<file path="config.mk">
export PLATFORM = sky130hd
export DESIGN_NAME = mem_stage
export DESIGN_NICKNAME = d
export VERILOG_FILES = /design/src/rtl/mem_stage.sv
export SDC_FILE = /design/constraint.sdc
export NUM_CORES = 1
export LEC_CHECK = 0
export ABC_AREA = 1
export BUFFER_PORTS_ARGS = -buffer_cell sky130_fd_sc_hd__buf_2
export CAP_MARGIN = 20
export CORE_MARGIN = 1
export CORE_UTILIZATION = 49
export CTS_CLUSTER_DIAMETER = 150
export DETAILED_ROUTE_END_ITERATION = 10
export PLACE_DENSITY = 0.82
export SYNTH_ARGS = -nofsm -noshare
export SYNTH_HDL_FRONTEND = slang
export SYNTH_SLANG_ARGS = --single-unit
</file>
<file path="constraint.sdc">
create_clock -name clk -period 1.6 [get_ports clk]
set_input_delay 0.24 -clock clk [delete_from_list [all_inputs] [get_ports clk]]
set_output_delay 0.24 -clock clk [all_outputs]
set_load 0.02 [all_outputs]
</file>
<file path="src/rtl/mem_stage.sv">
// Memory-access stage between EXE and WB: latches the EXE payload, aligns and extends
// load data, holds SRAM read data across WB stalls. Optional misaligned-load check: MEM_ALE_CHECK_EN.
module mem_stage #(
    parameter int EXE_TO_MEM_W = 112,
    parameter int MEM_TO_WB_W  = 70,
    parameter int MEM_RF_W     = 37
) (
    input  logic                    clk,
    input  logic                    resetn,
    input  logic [EXE_TO_MEM_W-1:0] EXE_to_MEM_BUS,
    input  logic                    EXE_to_MEM_valid,
    output logic                    MEM_allowin,
    input  logic [31:0]             data_sram_rdata,
    output logic [MEM_TO_WB_W-1:0]  MEM_to_WB_BUS,
    output logic                    MEM_to_WB_valid,
    input  logic                    WB_allowin,
    output logic [MEM_RF_W-1:0]     MEM_RF_BUS,
    output logic                    mem_ale
);

    logic                    mem_valid_q, mem_valid_d;
    logic [EXE_TO_MEM_W-1:0] bus_q, bus_d;
    logic                    first_q, first_d;
    logic                    hold_valid_q, hold_valid_d;
    logic [31:0]             hold_data_q, hold_data_d;

    logic        mem_ready_go;
    logic        accept;
    logic        leave;

    logic [31:0] pc;
    logic        gr_we;
    logic [4:0]  dest;
    logic [31:0] exe_result;
    logic [31:0] mem_sum;
    logic        mem_en;
    logic [3:0]  mem_we;
    logic [3:0]  load_op;
    logic        rfrom_mem;

    logic [31:0] load_word;
    logic [31:0] final_result;
    logic        gr_we_out;
    logic        unused_fields;

    // load_op = {ld_b, ld_h, ld_bu, ld_hu}; none set means a full word
    function automatic logic [31:0] align_load(input logic [3:0]  op,
                                               input logic [1:0]  off,
                                               input logic [31:0] word);
        logic [7:0]  byte_v;
        logic [15:0] half_v;
        byte_v = word[{off, 3'b000} +: 8];
        half_v = off[1] ? word[31:16] : word[15:0];
        if (op[3])      return {{24{byte_v[7]}}, byte_v};
        else if (op[2]) return {{16{half_v[15]}}, half_v};
        else if (op[1]) return {24'd0, byte_v};
        else if (op[0]) return {16'd0, half_v};
        else            return word;
    endfunction

    assign mem_ready_go = 1'b1;

    always_comb begin
        MEM_allowin  = !mem_valid_q || (mem_ready_go && WB_allowin);
        accept       = EXE_to_MEM_valid && MEM_allowin;
        leave        = mem_valid_q && mem_ready_go && WB_allowin;
        mem_valid_d  = MEM_allowin ? EXE_to_MEM_valid : mem_valid_q;
        bus_d        = accept ? EXE_to_MEM_BUS : bus_q;
        first_d      = accept;
        hold_valid_d = hold_valid_q;
        hold_data_d  = hold_data_q;
        // rdata is only valid in the first MEM cycle; capture it if WB is stalling then
        if (first_q && mem_valid_q && !WB_allowin) begin
            hold_data_d  = data_sram_rdata;
            hold_valid_d = 1'b1;
        end
        if (accept || leave) begin
            hold_valid_d = 1'b0;
        end
    end

    always_ff @(posedge clk) begin
        if (!resetn) begin
            mem_valid_q  <= 1'b0;
            bus_q        <= '0;
            first_q      <= 1'b0;
            hold_valid_q <= 1'b0;
            hold_data_q  <= '0;
        end else begin
            mem_valid_q  <= mem_valid_d;
            bus_q        <= bus_d;
            first_q      <= first_d;
            hold_valid_q <= hold_valid_d;
            hold_data_q  <= hold_data_d;
        end
    end

    assign {pc, gr_we, dest, exe_result, mem_sum, mem_en, mem_we, load_op, rfrom_mem} = bus_q;

    // Stores were already issued by EXE; their address and strobes are not needed here
    assign unused_fields = ^{mem_sum, mem_en, mem_we};

    assign load_word    = hold_valid_q ? hold_data_q : data_sram_rdata;
    assign final_result = rfrom_mem ? align_load(load_op, exe_result[1:0], load_word) : exe_result;

`ifdef MEM_ALE_CHECK_EN
    logic ld_w;
    logic ale;
    assign ld_w      = (load_op == 4'b0000);
    assign ale       = mem_valid_q && rfrom_mem &&
                       (((load_op[2] || load_op[0]) && exe_result[0]) ||
                        (ld_w && (exe_result[1:0] != 2'b00)));
    assign mem_ale   = ale;
    assign gr_we_out = gr_we && !ale;
`else
    assign mem_ale   = 1'b0;
    assign gr_we_out = gr_we;
`endif

    assign MEM_to_WB_valid = mem_valid_q;
    assign MEM_to_WB_BUS   = {pc, gr_we_out, dest, final_result};
    assign MEM_RF_BUS      = {dest & {5{gr_we_out & mem_valid_q}}, final_result};

endmodule
</file>
==> run metrics, run 1 <==
Crit path largest cell delay=approximately 360 ps; root buf cell=clkbuf_16; initial core utilization=0.5051; die boundary height=113.5 um; async set-or-reset flop fraction in the synthesized netlist=0; WL/cell=14.16 um; die width=around 110 um; leakage=4.036 nW; Antenna Cells=0; hpwl dp=12.35 mm; clock share of power=0.293; Top delay family on crit path=simple AND/OR/NAND/NOR gates; Comb power frac=0.309; CTS Buf Count=9; Avg Inst Size Synth=6.447 um2; P_sw=2.543 mW; critical path peak fanout=8; Mapped Nets=1,093; clock-pin slew on the worst setup and hold paths=70 ps; Cell Chain, Critical Path=nor2_4 -> inv_4 -> nor2_4 -> nand2_1 -> nand2_1 -> nand2_1 -> nand2_1 -> nand2_1 -> nand2_2 -> buf_4; final worst slack=-521.2 ps; clk sinks=110; share of cells above drive strength 1=0.3541; endpoint type of the worst setup path=primary output; Rows=40; critical path's most frequent cell=nand2_1; clk buf depth=2; peak supply drop=0.0008290 V; Max Cap Viol=0; Mapped Cells=945; worst hold path stage count=2; Routed WL=18.05 mm; GRT Overall Usage=0.2685; r2r startpoint=MEM_to_WB_valid; status=finished with violations; ys flop type=dfxtp_1; drc violations=0; final period demand of the worst path=roughly 2100 ps; Hold Startpoint=WB_allowin; number of DRC markers in iteration 0=440; max-slew violation count=0; Setup Skew=between 8 and 9 ps; Power Total=about 7.5 mW; register area share after synthesis=0.3615; number of setup violations in the final report=64; CTS tree=yes; internal power=4.996 mW; worst endpoint required time=1360 ps; flops & latches, synth=110; die area=0.01288 mm2; Worst Setup Path Type=reg -> out; first-pass GRT wire length=approximately 27 mm; cts hold-fix bufs=0; Vias=~6,600; violated checks=setup timing; Cell Area, Synth=0.006092 mm2; PortBufs=219; detailed-route vias per instance=5.154; FF-to-FF path depth=5; Sw Ratio=0.3373; Power Density=930.8 mW/mm2; RePlAce Congestion=0.8950; DP Worst Slack=-174.4 ps; GRT Residual Overflow=0; Netlist cell types=27; Worst path depth=10; Post-synth EDFFs=0; achievable frequency=471.4 MHz; clk_lat worst skew=350 ps; Area Overhead vs Synth=32.94%; htree depth=3; Core ar.=0.01206 mm2; vias in the first global route=5,634; IO Count=258; Seq pwr share=0.398; RSZ-0062 raised after global routing=true; TritonRoute pass-1 iters=5; Hold Crit Class=in -> reg; largest net degree at the start of global routing=between 70 and 80; worst path bufs/invs=2; CP max-delay cell=dfxtp_4; initial antenna violation count=0; Startpoint Class=register; reg2reg end=hold_valid_q; ANT nets after route=0; crit path DAT=~1900 ps; final hold violations=0; fillcell total=983; Worst R2R Setup Slack=310 ps; final worst-path cycle share=1.326; worst hold endpoint=hold_valid_q; Nets=~1,300; Syn. warnings=0
==> synth_stat cells, types with 2 or more instances <==
cell        n  area share
nand2_1   272        0.17
nor2_1    181        0.11
o21ai_0   118       0.097
dfxtp_1   110        0.36
buf_4      78       0.096
nand3_1    31       0.025
a21oi_1    30       0.025
clkbuf_1   28       0.017
inv_1      25       0.015
buf_2      16       0.013
o211ai_1   12       0.015
nand4_1     6      0.0062
buf_6       5      0.0092
inv_2       5      0.0031
nand2_2     5      0.0051
o21ai_1     5      0.0041
o21ai_2     4      0.0058
nand3_2     3      0.0049
inv_4       2      0.0021
nor2_4      2      0.0037
==> state kept, by name, summed over array words and instances (netlist names) <==
signal / count
bus_q: 75
hold_valid_q: 1
hold_data_q: 32
MEM_to_WB_valid: 1
first_q: 1
==> through the flow <==
step | setup TNS, ps | cell area [um2] | cells | hold slack [ps] | util
floorplan | -574.0 | 6260 | 945 | 330.7 | -
global placement | -7032 | 7108 | 1248 | 440.7 | 0.5893
detailed placement | -8550 | 7108 | 1248 | 451.6 | 0.5893
CTS | -27150 | 7694 | 1264 | 82.09 | 0.6379
global route | -34520 | 8099 | 1275 | 101.0 | 0.6715
finish | -28450 | 8099 | 1275 | 87.51 | 0.6715
==> worst max path at each step <==
stage / slack [ps] / start / to
global route: -620 / bus_q[3] / MEM_RF_BUS[24]
detailed placement: -170 / hold_valid_q / MEM_RF_BUS[23]
global placement: -150 / hold_valid_q / MEM_to_WB_BUS[26]
floorplan: -70 / bus_q[3] / MEM_to_WB_BUS[26]
CTS: -470 / hold_valid_q / MEM_to_WB_BUS[26]
finish: -520 / bus_q[3] / MEM_RF_BUS[24]
==> area by class of cell <==
class                           instances  area (um2)  area share
Clock buffer                           10       239.0     0.02951
Clock inverter                          6       52.55    0.006488
Inverter                               32       137.6     0.01699
Multi-Input combinational cell        675        3199      0.3950
Sequential cell                       110        2217      0.2738
Tap cell                              168       210.2     0.02595
Timing Repair Buffer                  274        2043      0.2523
==> logic make-up (layout without fill, tap and decap cells) <==
logic type	after synthesis	after routing	synth area share
buffers and inverters	161	322	0.1594
and+or+nand+nor	503	504	0.3298
AOI/OAI and AO/OA	170	170	0.1487
other	1	1	0.0006156
DFF	110	110	0.3615
==> placed cells by master (no fill, tap or decap), drive strengths merged <==
cell type | synthesis | final
nand2 | 277 | 277
buf | 101 | 270
nor2 | 185 | 186
o21ai | 127 | 127
dfxtp | 110 | 110
nand3 | 34 | 34
inv | 32 | 34
a21oi | 30 | 30
clkbuf | 28 | 14
o211ai | 12 | 12
nand4 | 6 | 6
clkinv | 0 | 3
or2 | 1 | 1
a2111oi | 1 | 1
conb | 1 | 1
clkinvlp | 0 | 1
==> power groups by stage <==
stage | combinational [mW] | sequential, mW | clock (mW)
floorplan | 1.56 | 3.05 | 0
global placement | 1.94 | 3.05 | 0
detailed placement | 1.96 | 3.06 | 0
CTS | 2.13 | 3.00 | 2.26
global route | 2.53 | 3.02 | 2.37
finish | 2.33 | 3.00 | 2.21
==> layer usage <==
layer / part of all wire / GRT usage / vias up / wire [um]
li1: - / - / 3250 / -
met1: 0.39 / 0.3084 / 2995 / 6973
met2: 0.50 / 0.4736 / 289 / 9114
met3: 0.079 / 0.07492 / 37 / 1434
met4: 0.029 / 0.1009 / 0 / 532
met5: 0 / 0 / - / 0
==> timing repair <==
action,CTS,global route
endpoints found under the hold margin,0,0
cloned,0,6
resized for setup,96,73
buffers inserted,0,5
setup endpoints to repair,64,65
pin swaps,6,20
Power figures use the tool's default switching activity.
==> run 2: changes to the inputs <==
--- a/config.mk
+++ b/config.mk
@@ -5,14 +5,14 @@
 export SDC_FILE = /design/constraint.sdc
 export NUM_CORES = 1
 export LEC_CHECK = 0
-export ABC_AREA = 1
 export BUFFER_PORTS_ARGS = -buffer_cell sky130_fd_sc_hd__buf_2
 export CAP_MARGIN = 20
+export CORE_ASPECT_RATIO = 0.5
 export CORE_MARGIN = 1
 export CORE_UTILIZATION = 49
 export CTS_CLUSTER_DIAMETER = 150
 export DETAILED_ROUTE_END_ITERATION = 10
-export PLACE_DENSITY = 0.82
+export PLACE_DENSITY = 0.81
 export SYNTH_ARGS = -nofsm -noshare
 export SYNTH_HDL_FRONTEND = slang
 export SYNTH_SLANG_ARGS = --single-unit
==> run 2 against run 1 <==
The run still ends with setup timing left. Routed wire length increased by 5.2%. Flip-flop and latch count unchanged. Total power decreased by 6.9%. Global-route usage decreased by 1.3 points.
==> run metrics, run 2 <==
Comb power frac=0.269 (-0.040); Seq pwr share=0.419 (+0.021); WL/cell=16.93 um (+20%); internal power=4.824 mW (-3.4%); cell taking the most area after synthesis=dfxtp_1; htree depth=3 (unchanged); TritonRoute pass-1 iters=6 (+1); CP max-delay cell=mux4_2; Mapped Nets=915 (-16%); clock share of power=0.312 (+0.019); clk buf depth=2 (unchanged); fin util=0.7093 (+0.03786); synth top area cells=dfxtp_1 (35%), nand2_1 (14%), a21boi_0 (13%), buf_4 (8.8%), mux2i_1 (5.4%); critical path peak fanout=7 (-1); die width=161.7 um (+43%); RSZ-0062 raised after global routing=true; Vias=6,111 (-7.0%); GRT Residual Overflow=0 (unchanged); leakage=3.712 nW (-8.0%); final period demand of the worst path=2527 ps (+406.0 ps); final worst-path cycle share=1.579 (+0.2537); Routed WL=18.98 mm (+5.2%); Core ar.=0.01212 mm2 (+0.50%); initial antenna violation count=1 (+1); Reg area=0.002210 mm2 (-0.34%); Netlist cell types=38 (+41%); Most flops, register=bus_q; achievable frequency=395.7 MHz (-16%); hold slack final=128.8 ps (+41.28 ps); share of cells above drive strength 1=0.4157 (+0.06160); ANT nets after route=0 (unchanged); Syn. warnings=0 (unchanged); final hold violations=0 (unchanged); multi-input logic area=0.003667 mm2 (+15%); most common cell after layout, fill and taps aside=nand2_1; Nets=1,098 (-12%); root buf cell=clkbuf_16; CTS Buf Count=9 (unchanged); worst path bufs/invs=2 (unchanged); clk sinks=110 (unchanged); PortBufs=219 (unchanged); status=finished with violations; commonest non-fill, non-tap cells in the layout=nand2_1 (224), buf_2 (164), a21boi_0 (108); clock-pin slew on the worst setup and hold paths=80 ps (about the same); first-pass GRT wire length=26.50 mm (-2.8%); hpwl dp=12.29 mm (-0.44%); die boundary height=81.88 um (-28%); ys flop type=dfxtp_1; max-slew violation count=0 (unchanged); share of the synthesized area in the top cell type=0.3522 (-0.009259); fillcell total=877 (-11%); number of DRC markers in iteration 0=430 (-2.3%); Largest register FFs=75 (unchanged); Sw Ratio=0.3126 (-0.02474); GRT Overall Usage=0.2557 (-0.01288); Hold Crit Class=in -> reg; CTS tree=yes; async set-or-reset flop fraction in the synthesized netlist=0 (unchanged); Setup Skew=11.77 ps (+3.745 ps); vias in the first global route=5,440 (-3.4%); Top delay family on crit path=multiplexers; final worst slack=-927.2 ps (-406.0 ps); Area Overhead vs Synth=37.52%; most frequent cells after synthesis=nand2_1 (227), dfxtp_1 (110), a21boi_0 (108); crit path DAT=2290 ps (+410 ps); Post-synth EDFFs=0 (unchanged); register area share after synthesis=0.3522 (-0.009259); initial core utilization=0.5158 (+0.01071); Max Cap Viol=0 (unchanged); biggest registers after layout=bus_q: 75 flops, hold_data_q: 32 flops; Mapped Cells=767 (-19%); IO Count=258 (unchanged); largest net degree at the start of global routing=111 (+56%); Rows=28 (-30%); count leader, synth=nand2_1; worst endpoint required time=1360 ps (about the same); Cell Area, Synth=0.006252 mm2 (+2.6%); Power Density=816.2 mW/mm2 (-12%); clk_lat worst skew=350 ps (about the same); die area=0.01324 mm2 (+2.8%); number of setup violations in the final report=65 (+1.6%); Cell Chain, Critical Path=mux2_4 -> mux4_2 -> a21boi_4 -> buf_6 -> a21oi_2 -> buf_4; detailed-route vias per instance=5.451 (+5.8%); RePlAce Congestion=0.8768 (-2.0%); cts hold-fix bufs=0 (unchanged); flops & latches, synth=110 (unchanged); Avg Inst Size Synth=8.152 um2 (+26%); drc violations=0 (unchanged); violated checks=setup timing; Crit path largest cell delay=550 ps (+190 ps); P_sw=2.194 mW (-14%); Worst Setup Path Type=reg -> out; Startpoint Class=register; endpoint type of the worst setup path=primary output; peak supply drop=0.0004928 V (-41%)
[run 2: changes by cell type after synthesis, sizes merged, moves of 18 or more]
cell    before  now
mux2i        0   34
a21boi       0  109
mux4         0   18
nand2      277  227
o21ai      127   18
nor2       185   28
inv         32    6
a21oi       30   11
[run 2: cell families after synthesis]
| kind of cell | after synthesis | synth area share |
|---|---|---|
| and+or+nand+nor | 303 | 0.2045 |
| AOI/OAI and AO/OA | 162 | 0.1827 |
| buffers and inverters | 135 | 0.1299 |
| DFF | 110 | 0.3522 |
| muxes | 56 | 0.1301 |
| other | 1 | 0.0005998 |
[run 2: tightest hold or removal path, cell delays in order]
cell and delay [ps]:
buf_2 90, nand2_1 40, a21boi_0 60
[run 2: routing by layer]
| layer | global-route usage | wire length [um] | share of wire | up-vias |
|---|---|---|---|---|
| li1 | - | - | - | 2859 |
| met1 | 0.3224 | 7791 | 0.41 | 2888 |
| met2 | 0.4349 | 9185 | 0.48 | 327 |
| met3 | 0.06970 | 1630 | 0.086 | 37 |
| met4 | 0.07170 | 376 | 0.020 | 0 |
| met5 | 0 | 0 | 0 | - |
[run 2: final cells by class]
class	instances	area share
Antenna cell	1	0.0002910
Timing Repair Buffer	301	0.2567
Inverter	6	0.002619
Clock buffer	10	0.02779
Clock inverter	6	0.005093
Multi-Input combinational cell	522	0.4265
Tap cell	165	0.02401
Sequential cell	110	0.2570
[run 2: power groups by stage]
stage	clock (mW)	combinational, mW	sequential, mW
global placement	0	1.52	2.99
detailed placement	0	1.55	3.00
CTS	2.22	1.71	2.93
floorplan	0	1.14	2.98
global route	2.32	2.00	2.95
finish	2.19	1.89	2.94
[run 2: final timing paths]
kind                                          from           endpoint  slack (ps)  cells after the start
worst max register to register     MEM_to_WB_valid          bus_q[69]         -30                      6
worst min-delay path            EXE_to_MEM_BUS[84]          bus_q[84]         130                      3
worst min register to register          bus_q[111]         bus_q[111]         460                      2
worst max-delay path                     bus_q[43]  MEM_to_WB_BUS[10]        -930                      6
[run 2: through the flow]
step | worst slack, ps | instances | cell area [um2] | total power [mW] | setup TNS (ps)
after floorplan | -611.0 | 767 | 6479 | 4.122 | -26800
after global placement | -535.3 | 1087 | 7532 | 4.509 | -27100
after detailed placement | -574.6 | 1087 | 7532 | 4.542 | -29200
after CTS | -881.9 | 1104 | 8183 | 6.865 | -51000
after global routing | -944.3 | 1120 | 8596 | 7.274 | -55030
final | -927.2 | 1121 | 8598 | 7.018 | -52650
[run 2: what timing repair did]
action / CTS / global route
gates cloned: 0 / 1
pin swaps: 8 / 11
resized for setup: 104 / 75
setup endpoints to repair: 64 / 94
setup buffers: 1 / 15
